`src/rtl/rng_sched_pkg.sv`:
```
// Shared types and helpers for the RNG share scheduler.
// Optional feature macro: RNG_SCHED_ABORT_EN (see rng_share_scheduler.sv).
package rng_sched_pkg;

  localparam int NREQ_DFLT = 4;
  localparam int RWID_DFLT = 10;
  localparam int PIPE_DFLT = 2;

  typedef enum logic [1:0] {
    IDLE = 2'd0,
    FILL = 2'd1,
    RUN  = 2'd2,
    DONE = 2'd3
  } state_e;

  // Effective window length: an encoded 0 stands for the full 2**rwid window.
  function automatic logic [31:0] len_decode(input logic [31:0] win_len, input int rwid);
    return (win_len == 32'd0) ? (32'd1 << rwid) : win_len;
  endfunction

endpackage

```
`src/rtl/rr_arbiter.sv`:
```
// Combinational round-robin arbiter: one-hot winner is the first set req
// strictly after ptr (mod NREQ), so the previous owner has lowest priority.
module rr_arbiter #(
  parameter int NREQ = 4,
  parameter int PW   = $clog2(NREQ)
) (
  input  logic [NREQ-1:0] req,
  input  logic [PW-1:0]   ptr,
  output logic [NREQ-1:0] winner
);

  logic          found;
  logic [PW-1:0] idx;

  // Scan NREQ positions starting just past the pointer, keep the first hit.
  always_comb begin
    winner = '0;
    found  = 1'b0;
    idx    = '0;
    for (int i = 1; i <= NREQ; i++) begin
      idx = PW'((int'(ptr) + i) % NREQ);
      if (!found && req[idx]) begin
        winner[idx] = 1'b1;
        found       = 1'b1;
      end
    end
  end

endmodule

```
`src/rtl/rng_share_scheduler.sv`:
```
// Time-multiplexes one shared RNG bank among NREQ requesters, one window at a
// time: IDLE -> FILL (PIPE cycles) -> RUN (L cycles) -> DONE (1 cycle).
// Optional macro RNG_SCHED_ABORT_EN: owner dropping req in FILL/RUN aborts the
// window (back to IDLE, no done pulse).
module rng_share_scheduler
  import rng_sched_pkg::*;
#(
  parameter int NREQ = NREQ_DFLT,
  parameter int RWID = RWID_DFLT,
  parameter int PIPE = PIPE_DFLT
) (
  input  logic            clk,
  input  logic            rst_n,
  input  logic [NREQ-1:0] req,
  input  logic [RWID:0]   winLen,
  output logic [NREQ-1:0] grant,
  output logic            rngEnable,
  output logic            rngValid,
  output logic [RWID:0]   cycleCnt,
  output logic [NREQ-1:0] done,
  output logic            busy
);

  localparam int PW = $clog2(NREQ);
  localparam int CW = RWID + 1;
  localparam int FW = (PIPE > 1) ? $clog2(PIPE) : 1;

  state_e          state, state_nxt;
  logic [PW-1:0]   ptr, win_idx;
  logic [NREQ-1:0] winner;
  logic [CW-1:0]   len;
  logic [FW-1:0]   fcnt;
  logic            abort, fill_last, run_last;

  rr_arbiter #(.NREQ(NREQ), .PW(PW)) u_arb (
    .req   (req),
    .ptr   (ptr),
    .winner(winner)
  );

  // Winner one-hot back to an index for the pointer register.
  always_comb begin
    win_idx = '0;
    for (int i = 0; i < NREQ; i++)
      if (winner[i]) win_idx = PW'(i);
  end

`ifdef RNG_SCHED_ABORT_EN
  assign abort = ((state == FILL) || (state == RUN)) && ~|(req & grant);
`else
  assign abort = 1'b0;
`endif

  assign fill_last = (fcnt == FW'(PIPE - 1));
  assign run_last  = (cycleCnt == len - CW'(1));

  // State register.
  always_ff @(posedge clk) begin
    if (!rst_n) state <= IDLE;
    else        state <= state_nxt;
  end

  // Next-state logic; req only matters in IDLE (and for abort when enabled).
  always_comb begin
    state_nxt = state;
    case (state)
      IDLE: if (|req) state_nxt = FILL;
      FILL: if (abort) state_nxt = IDLE;
            else if (fill_last) state_nxt = RUN;
      RUN:  if (abort) state_nxt = IDLE;
            else if (run_last) state_nxt = DONE;
      DONE: state_nxt = IDLE;
      default: state_nxt = IDLE;
    endcase
  end

  // Owner, pointer, latched length and the fill/run counters.
  always_ff @(posedge clk) begin
    if (!rst_n) begin
      grant    <= '0;
      ptr      <= PW'(NREQ - 1);
      len      <= '0;
      fcnt     <= '0;
      cycleCnt <= '0;
    end else begin
      case (state)
        IDLE: if (|req) begin
          grant <= winner;
          ptr   <= win_idx;
          len   <= CW'(len_decode(32'(winLen), RWID));
          fcnt  <= '0;
        end
        FILL: begin
          fcnt <= fcnt + FW'(1);
          if (state_nxt == IDLE) grant <= '0;
        end
        RUN: begin
          cycleCnt <= (state_nxt == RUN) ? cycleCnt + CW'(1) : '0;
          if (state_nxt == IDLE) grant <= '0;
        end
        DONE: grant <= '0;
        default: grant <= '0;
      endcase
    end
  end

  assign rngEnable = (state == FILL) || (state == RUN);
  assign rngValid  = (state == RUN);
  assign done      = (state == DONE) ? grant : '0;
  assign busy      = (state != IDLE);

endmodule
```
`config.mk`:
```
export PLATFORM = sky130hd
export DESIGN_NAME = rng_share_scheduler
export DESIGN_NICKNAME = d
export VERILOG_FILES = /design/src/rtl/rng_sched_pkg.sv /design/src/rtl/rr_arbiter.sv /design/src/rtl/rng_share_scheduler.sv
export SDC_FILE = /design/constraint.sdc
export NUM_CORES = 1
export LEC_CHECK = 0
export CAP_MARGIN = 10
export CORE_ASPECT_RATIO = 0.9
export CORE_MARGIN = 2
export CORE_UTILIZATION = 45
export CTS_BUF_LIST = sky130_fd_sc_hd__clkbuf_8
export CTS_CLUSTER_SIZE = 12
export DETAILED_ROUTE_END_ITERATION = 12
export DONT_BUFFER_PORTS = 1
export GPL_TIMING_DRIVEN = 0
export PLACE_DENSITY = 0.58
export SLEW_MARGIN = 40
export SYNTH_ARGS = -nofsm -noshare
export SYNTH_HDL_FRONTEND = slang
export SYNTH_HIERARCHICAL = 1
export SYNTH_SLANG_ARGS = --single-unit
```
`constraint.sdc`:
```
create_clock -name clk -period 2.5 [get_ports clk]
set_input_delay 0.375 -clock clk [delete_from_list [all_inputs] [get_ports clk]]
set_output_delay 0.375 -clock clk [all_outputs]
set_load 0.01 [all_outputs]
```
==> Word level (Yosys, flattened, before mapping) <==
Cells that the tools add are included.
{ "word_totals": {"ff_bits": 31, "inputBits": 17} }
{ "classes": {"addsub": 7, "magnitude_cmp": 8, "eq_ne": 7, "mux": 38, "n_bitwise": 3, "n_reduce_logical": 21} }
{ "ops": {"columns": ["op", "n"], "rows": [
  ["$mux W4", 7],
  ["$mux W11", 2],
  ["$mux W1", 13],
  ["$lt A2 B3 Y1 const B", 4],
  ["$or A4 B4 Y4", 3],
  ["$pmux W4 S3", 1],
  ["$add A11 B1 Y11 const B", 1],
  ["$eq A11 B11 Y1", 1],
  ["$logic_not A11 Y1", 1],
  ["$sub A11 B1 Y11 const B", 1],
  ["$mux W2", 5],
  ["$bmux W1 S2", 4],
  ["$demux W1 S2", 4],
  ["$ge A2 B1 Y1 const B", 4],
  ["$pmux W2 S4", 1],
  ["$logic_and A1 B1 Y1", 7],
  ["$eq A2 B2 Y1 const B", 3],
  ["$reduce_and A2 Y1", 3],
  ["$add A2 B1 Y2 const B", 2],
  ["$add A2 B2 Y2 const B", 2],
  ["$logic_not A2 Y1", 2],
  ["$reduce_bool A2 Y1", 2],
  ["$reduce_or A4 Y1", 1],
  ["$logic_not A1 Y1", 3],
  ["7 further kinds", 7]
]} }

==> Longest topological paths before layout <==
Gate-level depths: netlist of run 1.
{ "depth": {"word_depth": 16, "depth_mapped": 10} }

==> By module <==
The synthesis of run 1 kept the hierarchy.
{ "by_module_without_submodules": {"columns": ["module", "n_inst", "cells_per_inst", "area_per_inst_um2", "seq_area_each_um2"], "rows": [
  ["rng_share_scheduler", 1, 220, 1805.5, 620.6],
  ["rr_arbiter", 1, 38, 357.8, 0.0]
]} }

==> Least setup slack after synthesis of run 1 <==
Ideal clock, no wire load.
{ "synth_timing": {"path_kind": "reg2reg", "startpoint": "register ptr[0]", "endpoint": "register ptr[0]", "setup_time_ns": 0.131, "t_arrival_ns": 2.332, "required_ns": 2.369, "setup_slack_ns": 0.037, "path_stages_with_launch": 10, "period_less_slack_ns": 2.463, "cell_sequence": "dfxtp_1 -> inv_1 -> ha_1 -> mux4_1 -> nor4b_4 -> nand2_1 -> o211ai_1 -> nor2b_1 -> o21ai_0 -> nand3_1"} }
{ "synth_rtl": {"columns": ["element", "line", "rtl"], "rows": [
  ["start: declaration", "rng_share_scheduler.sv:29", "logic [PW-1:0] ptr, win_idx;"],
  ["start signal: assignment", "rng_share_scheduler.sv:81", "ptr <= PW'(NREQ - 1);"],
  ["start signal: assignment", "rng_share_scheduler.sv:89", "ptr <= win_idx;"],
  ["parallel branches: the longest is 12 deep, another holds $lt A2 B3 Y1", null, null],
  ["$mux W4 (*)", "rr_arbiter.sv:22", "if (!found && req[idx]) begin"],
  ["named net winner[2]", "rng_share_scheduler.sv:30", "logic [NREQ-1:0] winner;"],
  ["$mux W2 (*) (2 in a row)", "rng_share_scheduler.sv:45", "if (winner[i]) win_idx = PW'(i);"]
]} }
Mark *: on every way through the listed nets, which the timed path passes. The select of a mux whose other input is x is not followed.
A chain may end at the register's enable or synchronous reset.

==> Worst setup path after layout of run 1 <==
{ "layout_timing": {"startpoint": "register ptr[1]", "endpoint": "register ptr[0]"} }
Same word-level chain as after synthesis.

==> Flow_metrics.wiki, run 1 <==
{| class="wikitable"
! Metric !! Value
|-
| Tot Pwr || 0.00176 W
|-
| Crit path depth || 9
|-
| Fraction of registers with async set/reset || 0%
|-
| Filler cells || 470
|-
| All-layer global routing usage || 19.3%
|-
| Post-route worst hold slack || 0.232 ns
|-
| Std-Cell Core Area || 4550 sq um
|-
| Count of antenna-violating nets left after detailed routing || 0
|-
| Synth Area per Inst || 8.38 sq um
|-
| Number of clock sinks || 31
|-
| Initial standard-cell utilization of the core || a little under half
|-
| DIE AREA || 5380 sq um
|-
| Most used standard cell by instance count after synthesis || nand2_1
|-
| Proportion of synthesized chip area in sequential cells || 28.7%
|-
| Cell type contributing the most total cell area after synthesis || dfxtp_1
|-
| # IOs || 39
|-
| Initial drt markers || 118
|-
| Crit path max-delay cell type || mux4_2
|-
| Crit path max-delay family || multiplexers
|-
| Worst Tran Pin Value || 0.773 ns
|-
| Syn nets || 290
|-
| Detailed-route wire length per cell || 14.7 um
|-
| Utilization after layout || 52.0%
|-
| Worst path buffer plus inverter count || 1
|-
| Final critical path time including I/O delays and setup || roughly 2.3 ns
|-
| Count of vias placed by the detailed router || 1824
|-
| Die width || roughly 77 um
|-
| Worst-path maximum fanout || 8
|-
| Critical path arrival || 2.48 ns
|-
| Layout overhead on the synthesized area || 9.25%
|-
| Worst hold path class || primary input to flip-flop
|-
| Critical-path cell list || inv_1, ha_1, mux4_2, nor4b_4, nand2_1, o211ai_1, nor2b_1, o21ai_1, nand3_1
|-
| Startpoint class of the critical path || flip-flop
|-
| Count of hold-fix buffers inserted at cts || 0
|-
| DRC violations left || 0
|-
| DR pass1 iterations || 4
|-
| Largest cells by area after synthesis || dfxtp_1 (29%), ha_1 (8.7%), nand2_1 (7.6%)
|-
| H-tree depth || 2
|-
| Worst slew margin relative to its limit || 48.0%
|-
| Number of buffers inserted by port buffering || 0
|-
| Via count of the first global-routing pass || 1764
|-
| Post-synthesis instance total || 258
|-
| Worst IR drop on VDD || 0.461 mV
|-
| FP Rows || 23
|-
| Final worst path period share || 93.6%
|-
| EDFF count, synth || 0
|-
| Total inserted antenna cells || 0
|-
| Post-synth cell types || 47
|-
| Most instantiated flip-flop cell in the synthesis netlist || dfxtp_1
|-
| Crit path kind || flip-flop to flip-flop
|-
| Flop2flop setup slack || about 0.16 ns
|-
| Pin count of the biggest net entering global routing || 11
|-
| Critical path data required time || around 2.6 ns
|-
| Number of slew-limit violations in the final report || 0
|-
| Final instance area || ~2400 sq um
|-
| Synthesis-stage register bit count || 31
|-
| Fmax || 427 MHz
|-
| Worst clock skew on the final layout || 0.00583 ns
|-
| Hold path cells || 2
|-
| Cell area power density || 746 nW/um^2
|-
| Routed wire length || 4840 um
|-
| Post-Place Cell Area || 2240 sq um
|-
| Max-capacitance violation count || 0
|-
| First-pass GRT wire length || 8380 um
|-
| Clock network latency to the later pin of the worst-skew pair || 0.28 ns
|-
| Total gr overflow || 0
|-
| Detailed placement HPWL || ~3600 um
|-
| Critical path capture point type || flip-flop
|-
| Root Buffer Master || clkbuf_8
|-
| Number of antenna violations at the first check in global routing || 0
|-
| Commonest cells in the synthesized netlist || nand2_1 (44), dfxtp_1 (31), nor2_1 (20)
|-
| Share of cells above drive strength 1 || a little over a tenth
|-
| Status || finished, final reports clean
|-
| Setup Viol. Count Final || 0
|-
| Clock-pin slew on the worst setup and hold paths || 0.07 ns
|-
| Crit-path max cell delay || 0.55 ns
|-
| Number of failing hold endpoints at the final stage || 0
|-
| Worst Reg-to-Reg Cells || 9
|-
| CTS tree || yes
|-
| Post-detailed-route via-to-cell ratio || 5.53
|-
| Floorplan die height || 69.8 um
|-
| Mapped Area || about 2200 sq um
|-
| Routability congestion estimate || 0.777
|-
| Syn. warnings || 6
|-
| Number of CTS-inserted buffers || 5
|-
| Final-stage net count || 300
|-
| CTS Buffer Depth || 2
|-
| Leakage power || 0.955 nW
|-
| Share of the synthesized area in the top cell type || 28.7%
|}
[power breakdown]
part	total, W	leakage (nW)	switching, W	internal (W)
logic	0.000731	0.653	0.000384	0.000347
registers	0.000634	0.255	0.0000778	0.000556
clock network	0.000398	0.0470	0.000182	0.000216
total	0.00176	0.955	0.000644	0.00112
[area by class of cell]
type / count / area [sq um] / area share (%)
Inverter: 12 / 45.0 / 1.91
Buffer: 9 / 52.6 / 2.22
Multi-Input combinational cell: 205 / 1440 / 60.8
Clock buffer: 6 / 82.6 / 3.49
Timing Repair Buffer: 4 / 30.0 / 1.27
Clock inverter: 1 / 5.00 / 0.212
Sequential cell: 31 / 633 / 26.8
Tap cell: 62 / 77.6 / 3.28
[cells by family after synthesis]
family / Yosys count / share of synthesized area (%)
AOI/OAI and AO/OA: 53 / 18.3
DFF: 31 / 28.7
buffers and inverters: 22 / 4.68
xor gates and xnor gates: 18 / 7.29
and+or+nand+nor: 114 / 27.4
muxes: 5 / 4.97
adders and majority gates: 15 / 8.68
[metal layers]
| layer | up-vias | track usage [%] | wire length [um] |
|---|---|---|---|
| met5 | - | 0 | 0 |
| met4 | 0 | 6.35 | 51 |
| met3 | 5 | 5.60 | 307 |
| met2 | 46 | 27.7 | 2000 |
| met1 | 841 | 27.5 | 2480 |
| li1 | 932 | - | - |
[what timing repair did]
item / in CTS / in global routing
hold endpoints to repair: 0 / 0
pin swaps: 1 / 1
setup endpoints to repair: 6 / 14
setup buffers: 2 / 2
resized for setup: 5 / 4
[cells in the final DEF (no fill, tap or decap), types with 2 or more instances in the layout]
master	n
nand3_1	6
a31oi_1	2
dfxtp_4	3
and2_1	4
and3_1	8
nand4_1	3
xor2_1	6
a31o_2	2
nor3_1	5
a21boi_0	10
o31ai_1	2
clkbuf_1	6
ha_1	15
a21oi_1	9
nand2_1	44
inv_1	12
a211o_1	2
buf_4	5
or4_1	2
clkbuf_8	6
and4_1	2
a22oi_1	4
nor3b_1	4
mux4_2	3
o211ai_1	5
xnor2_1	12
nor2b_1	7
nor4_1	4
nor2_1	20
o21ai_0	6
dfxtp_1	27
buf_6	2
[flip-flops by register name, summed over array words and instances (netlist names)]
name and count:
grant 4, state 2, len 11, fcnt 1
cycleCnt 11, ptr 2
[path summary, 6_finish.rpt]
path / from / endpoint
hold reg to reg: len[9] / len[9]
setup / recovery: ptr[1] / ptr[0]
setup reg to reg: ptr[1] / ptr[0]
hold / removal: winLen[0] / len[0]
[per-stage QoR]
| step | setup slack [ns] | cells | TNS, ns |
|---|---|---|---|
| global route | -0.000453 | 330 | -0.000453 |
| detailed placement | -0.303 | 320 | -0.751 |
| floorplan | 0.0370 | 258 | 0 |
| global placement | -0.287 | 320 | -0.690 |
| finish | 0.160 | 330 | 0 |
| CTS | 0.0223 | 329 | 0 |
No activity file was read; power rests on OpenSTA's default activity.
==> inputs of run 2 (changes only) <==
Settings changed: DONT_BUFFER_PORTS 1 to default, PLACE_DENSITY 0.58 to 0.69.
==> run 2 against run 1 <==
Setup slack gained 0.019 ns. Maximum frequency rose by 0.83%. Utilization is 8.7 points higher. Sequential cell count unchanged. Sequential share of layout area shrank 3.9 points. Critical path depth is the same. Combinational power grew 11%. Clock power fell by 2%. Highest routed layer unchanged. Worst hold slack improved by 0.27 ns. Largest cell class unchanged.
==> Flow_metrics.wiki, run 2 (synthesis gave the netlist of run 1 again) <==
{| class="wikitable"
! Metric !! Value
|-
| Beginning of the critical path || ptr[1]
|-
| Leakage power || 1.08 nW
|-
| Total Neg Setup Slack || 0 ns
|-
| Setup slack after layout || roughly 0.18 ns
|-
| Startpoint class of the critical path || flip-flop
|-
| Critical path arrival || between 2 and 3 ns
|-
| Worst hold path class || flip-flop to flip-flop
|-
| Crit path kind || flip-flop to flip-flop
|-
| FF+latch area || 631 sq um
|-
| Detailed placement HPWL || 3650 um
|-
| Clock-pin slew on the worst setup and hold paths || 0.07 ns
|-
| Number of slew-limit violations in the final report || 0
|-
| Post-Place Cell Area || approximately 2600 sq um
|-
| Total area of multi-input combinational cells || 1460 sq um
|-
| HP Start || len[9]
|-
| Count of vias placed by the detailed router || 1973
|-
| Routability congestion estimate || 0.808
|-
| DRC violations left || 0
|-
| Number of buffers inserted by port buffering || 38
|-
| Worst clock skew on the final layout || 0.00839 ns
|-
| Cell area power density || about 670 nW/um^2
|-
| Fraction of met3 tracks used by global routing || 3.78%
|-
| Number of antenna violations at the first check in global routing || 0
|-
| Pin count of the biggest net entering global routing || 11
|-
| CTS Buffer Depth || 2
|-
| Max-capacitance violation count || 0
|-
| Number of clock sinks || 31
|-
| Fmax || 431 MHz
|-
| Largest registers || cycleCnt: 11 flops, len: 11 flops, grant: 4 flops
|-
| Critical path data required time || 2.70 ns
|-
| Total gr overflow || 0
|-
| Initial standard-cell utilization of the core || 47.6%
|-
| Root Buffer Master || clkbuf_8
|-
| Share of cells above drive strength 1 || approximately a tenth
|-
| Total inserted antenna cells || 0
|-
| Final critical path time including I/O delays and setup || 2.32 ns
|-
| Number of cells after detailed placement || 358
|-
| Worst IR drop on VDD || 0.494 mV
|-
| Most utilized layer in the global route result || met2
|-
| Fraction of met2 tracks used by global routing || between 20% and 30%
|-
| Initial drt markers || about 120
|-
| FP Rows || 23
|-
| Final instance area || between 2000 and 3000 sq um
|-
| First-pass GRT wire length || 8940 um
|-
| Number of CTS-inserted buffers || 5
|-
| GR Layer Usage met1 || 29.0%
|-
| Worst-path maximum fanout || 8
|-
| Floorplan die height || ~70 um
|-
| # IOs || 39
|-
| DR pass1 iterations || 4
|-
| Setup Viol. Count Final || 0
|-
| Post-detailed-route via-to-cell ratio || about 5.3
|-
| Die width || 77.1 um
|-
| Count of non-filler cells in the finished layout || 369
|-
| Setup repair after global routing missed its margin || no
|-
| Tot Pwr || approximately 0.0018 W
|-
| Status || finished, final reports clean
|-
| Worst-case setup slack after placement || -0.226 ns
|-
| Detailed-route wire length per cell || 13.3 um
|-
| Layout overhead on the synthesized area || 27.5%
|-
| Commonest cells after routing, fill and taps aside || nand2_1 (44), clkdlybuf4s50_1 (38), dfxtp_1 (27)
|-
| DIE AREA || roughly 5400 sq um
|-
| Most common library cell in the layout ignoring fill and taps || nand2_1
|-
| H-tree depth || 2
|-
| Clock network latency to the later pin of the worst-skew pair || 0.29 ns
|-
| Via count of the first global-routing pass || 1920
|-
| Std-Cell Core Area || 4550 sq um
|-
| Count of hold-fix buffers inserted at cts || 0
|-
| All-layer global routing usage || around a fifth
|-
| Number of failing hold endpoints at the final stage || 0
|-
| Worst slew margin relative to its limit || between 60% and 70%
|-
| Final-stage net count || between 300 and 400
|-
| Worst Tran Pin Value || roughly 0.49 ns
|-
| CTS tree || yes
|-
| Count of antenna-violating nets left after detailed routing || 0
|-
| Critical path capture point type || flip-flop
|-
| Routed wire length || around 5000 um
|-
| Final worst path period share || 92.8%
|-
| Filler cells || 446
|-
| Origin of the critical flop-to-flop path || ptr[1]
|}
## run 2: path summary, 6_finish.rpt
| kind | slack (ns) | to | cells past startpoint |
|---|---|---|---|
| setup reg to reg | 0.18 | ptr[1] | 9 |
| hold reg to reg | 0.50 | len[9] | 2 |
| hold / removal | 0.50 | len[9] | 2 |
| setup / recovery | 0.18 | ptr[1] | 9 |
## run 2: area by class of cell
type / count / share of cell area, %
Timing Repair Buffer: 42 / 14.9
Sequential cell: 31 / 22.9
Clock inverter: 3 / 0.590
Buffer: 9 / 1.91
Inverter: 12 / 1.63
Tap cell: 62 / 2.81
Multi-Input combinational cell: 205 / 52.8
Clock buffer: 5 / 2.50
## run 2: timing repair
action                     CTS  global route
pin swaps                    0             2
hold endpoints to repair     0             0
buffers inserted             0             4
gates resized for setup      3             7
setup endpoints to repair    6            16
## run 2: stage by stage
stage	hold WS, ns	utilization (%)
after CTS	0.500	59.6
after detailed placement	0.490	57.7
after global placement	0.489	57.7
after global routing	0.550	60.6
final	0.499	60.6
after floorplan	0.469	-
## run 2: power by group
group | total, W | leakage [nW] | internal (W) | switching [W]
sequential | 0.000637 | 0.254 | 0.000556 | 0.0000802
clock | 0.000389 | 0.0453 | 0.000190 | 0.000198
combinational | 0.000810 | 0.785 | 0.000410 | 0.000400
## run 2: layer usage
| layer | wire, um | vias to the layer above |
|---|---|---|
| met3 | 194 | 10 |
| met2 | 2070 | 38 |
| met5 | 0 | - |
| met1 | 2550 | 917 |
| met4 | 95 | 0 |
| li1 | - | 1008 |
## run 2: critical path, stage by stage (launching register included)
cell and delay (ns):
dfxtp_4 0.40, inv_2 0.08, ha_4 0.27, mux4_2 0.54, nor4b_4 0.38, nand2_1 0.09, o211ai_1 0.11, buf_4 0.15
nor3_1 0.04, o21ai_0 0.16
==> inputs of run 3 (changes only) <==
Settings changed: CTS_BUF_LIST sky130_fd_sc_hd__clkbuf_8 to sky130_fd_sc_hd__clkbuf_16.
==> run 3 against run 2 <==
Power increased by 10%. Non-clock buffer count did not move. Final area increased by 2.0%. Clock skew down 0.0022 ns. Setup slack got worse by 0.027 ns.
==> Flow_metrics.wiki, run 3 (synthesis gave the netlist of run 1 again) <==
{| class="wikitable"
! Metric !! Value
|-
| CTS Buffer Depth || 2
|-
| Critical path data required time || 2.69 ns
|-
| Floorplan die height || 69.8 um
|-
| Leakage power || 1.11 nW
|-
| Final instance area || about 2800 sq um
|-
| Flop2flop setup slack || 0.15 ns
|-
| HP Start || len[9]
|-
| Worst-case setup slack after placement || -0.226 ns
|-
| Final-stage net count || ~340
|-
| Detailed-route wire length per cell || 13.4 um
|-
| Initial drt markers || 134
|-
| Worst-path maximum fanout || 8
|-
| Clock network latency to the later pin of the worst-skew pair || around 0.27 ns
|-
| Critical R2R Capture || ptr[1]
|-
| Post-Place Cell Area || ~2600 sq um
|-
| Most common library cell in the layout ignoring fill and taps || nand2_1
|-
| Total Neg Setup Slack || 0 ns
|-
| Hold path cells || 2
|-
| FP Rows || 23
|-
| Commonest cells after routing, fill and taps aside || nand2_1 (44), clkdlybuf4s50_1 (38), dfxtp_1 (27)
|-
| Total inserted antenna cells || 0
|-
| Total gr overflow || 0
|-
| Count of vias placed by the detailed router || 1966
|-
| H-tree depth || 2
|-
| Setup Viol. Count Final || 0
|-
| Initial standard-cell utilization of the core || between 40% and 50%
|-
| Via count of the first global-routing pass || 1912
|-
| Number of clock sinks || 31
|-
| Status || finished, final reports clean
|-
| Die width || 77.1 um
|-
| Critical path arrival || 2.54 ns
|-
| DIE AREA || 5380 sq um
|-
| DRC violations left || 0
|-
| Std-Cell Core Area || 4550 sq um
|-
| Final critical path time including I/O delays and setup || 2.35 ns
|-
| Final worst path period share || 93.9%
|-
| Root Buffer Master || clkbuf_16
|-
| Worst Reg-to-Reg Cells || 9
|-
| Share of cells above drive strength 1 || under 10%
|-
| Worst clock skew on the final layout || between 0.006 and 0.007 ns
|-
| Max-capacitance violation count || 0
|-
| Worst IR drop on VDD || 0.489 mV
|-
| Startpoint class of the critical path || flip-flop
|-
| # IOs || 39
|-
| Routed wire length || about 4900 um
|-
| First-pass GRT wire length || between 9000 and 10000 um
|-
| DR pass1 iterations || 5
|-
| Detailed placement HPWL || 3650 um
|-
| Origin of the critical flop-to-flop path || ptr[1]
|-
| Layout overhead on the synthesized area || 30.1%
|-
| Largest registers || cycleCnt: 11 flops, len: 11 flops, grant: 4 flops
|-
| Crit path kind || flip-flop to flip-flop
|-
| Setup slack after layout || 0.152 ns
|-
| All-layer global routing usage || 20.4%
|-
| Cell area power density || roughly 700 nW/um^2
|-
| Number of slew-limit violations in the final report || 0
|-
| Routability congestion estimate || 0.808
|-
| Number of failing hold endpoints at the final stage || 0
|-
| Worst hold path class || flip-flop to flip-flop
|-
| Number of buffers inserted by port buffering || 38
|-
| Clock-pin slew on the worst setup and hold paths || around 0.050 ns
|-
| Worst Tran Pin Value || 0.469 ns
|-
| Hold-critical path endpoint || len[9]
|-
| Pin count of the biggest net entering global routing || 11
|-
| Number of CTS-inserted buffers || 5
|-
| Number of antenna violations at the first check in global routing || 0
|-
| Fmax || 426 MHz
|-
| Post-detailed-route via-to-cell ratio || 5.33
|-
| Worst slew margin relative to its limit || about 70%
|-
| Count of antenna-violating nets left after detailed routing || 0
|-
| CTS tree || yes
|-
| Critical path capture point type || flip-flop
|-
| Setup repair after global routing missed its margin || yes
|}
run 3: cell counts in the layout (fill, tap and decap cells not counted):
Identical to the previous run, type by type.
run 3: worst max-delay path by stage:
stage	depth (start not counted)	slack, ns	start	to
after global routing	9	-0.03	ptr[1]	ptr[0]
final	9	0.15	ptr[1]	ptr[1]
after global placement	9	-0.25	ptr[0]	ptr[0]
after floorplan	9	0.04	ptr[0]	ptr[0]
after CTS	9	0.008	ptr[0]	ptr[0]
after detailed placement	9	-0.23	ptr[0]	ptr[0]
run 3: metrics by stage:
stage               power (W)  hold slack, ns  util (%)  std cells
floorplan             0.00117           0.469         -        258
global placement      0.00136           0.489      57.7        358
detailed placement    0.00136           0.490      57.7        358
CTS                   0.00196           0.498      60.9        366
global route          0.00218           0.547      61.9        369
finish                0.00202           0.497      61.9        369
run 3: power by group:
part / leakage [nW] / internal, W / switching (W)
clock: 0.0710 / 0.000362 / 0.000210
sequential: 0.254 / 0.000557 / 0.0000781
combinational: 0.789 / 0.000410 / 0.000400
run 3: worst max-delay path: stages, from the launching register on:
cell and delay (ns):
dfxtp_4 0.40, inv_1 0.11, ha_4 0.29, mux4_2 0.54
nor4b_4 0.37, nand2_1 0.09, o211ai_1 0.11, buf_4 0.15
nor3_1 0.04, o21ai_0 0.16
run 3: timing repair:
| action | in CTS | in global routing |
|---|---|---|
| pin swaps | 0 | 2 |
| hold buffers | 0 | 0 |
| buffers inserted | 0 | 4 |
| endpoints found under the setup margin | 9 | 15 |
| gates resized for setup | 4 | 5 |
run 3: area by class of cell:
class	instances	area (sq um)
clock buffer	5	125
inverter	12	45.0
buffer	9	52.6
timing repair buffer	42	410
fill	440	1730
tap	62	77.6
clock inverter	3	16.3
sequential	31	631
multi-input combinational	205	1460
run 3: per-layer routing:
layer | vias up | track usage [%] | share of wire [%]
li1 | 1008 | - | -
met1 | 917 | 29.6 | 52
met2 | 37 | 30.5 | 44
met3 | 4 | 3.91 | 3.5
met4 | 0 | 6.55 | 0.49
met5 | - | 0 | 0
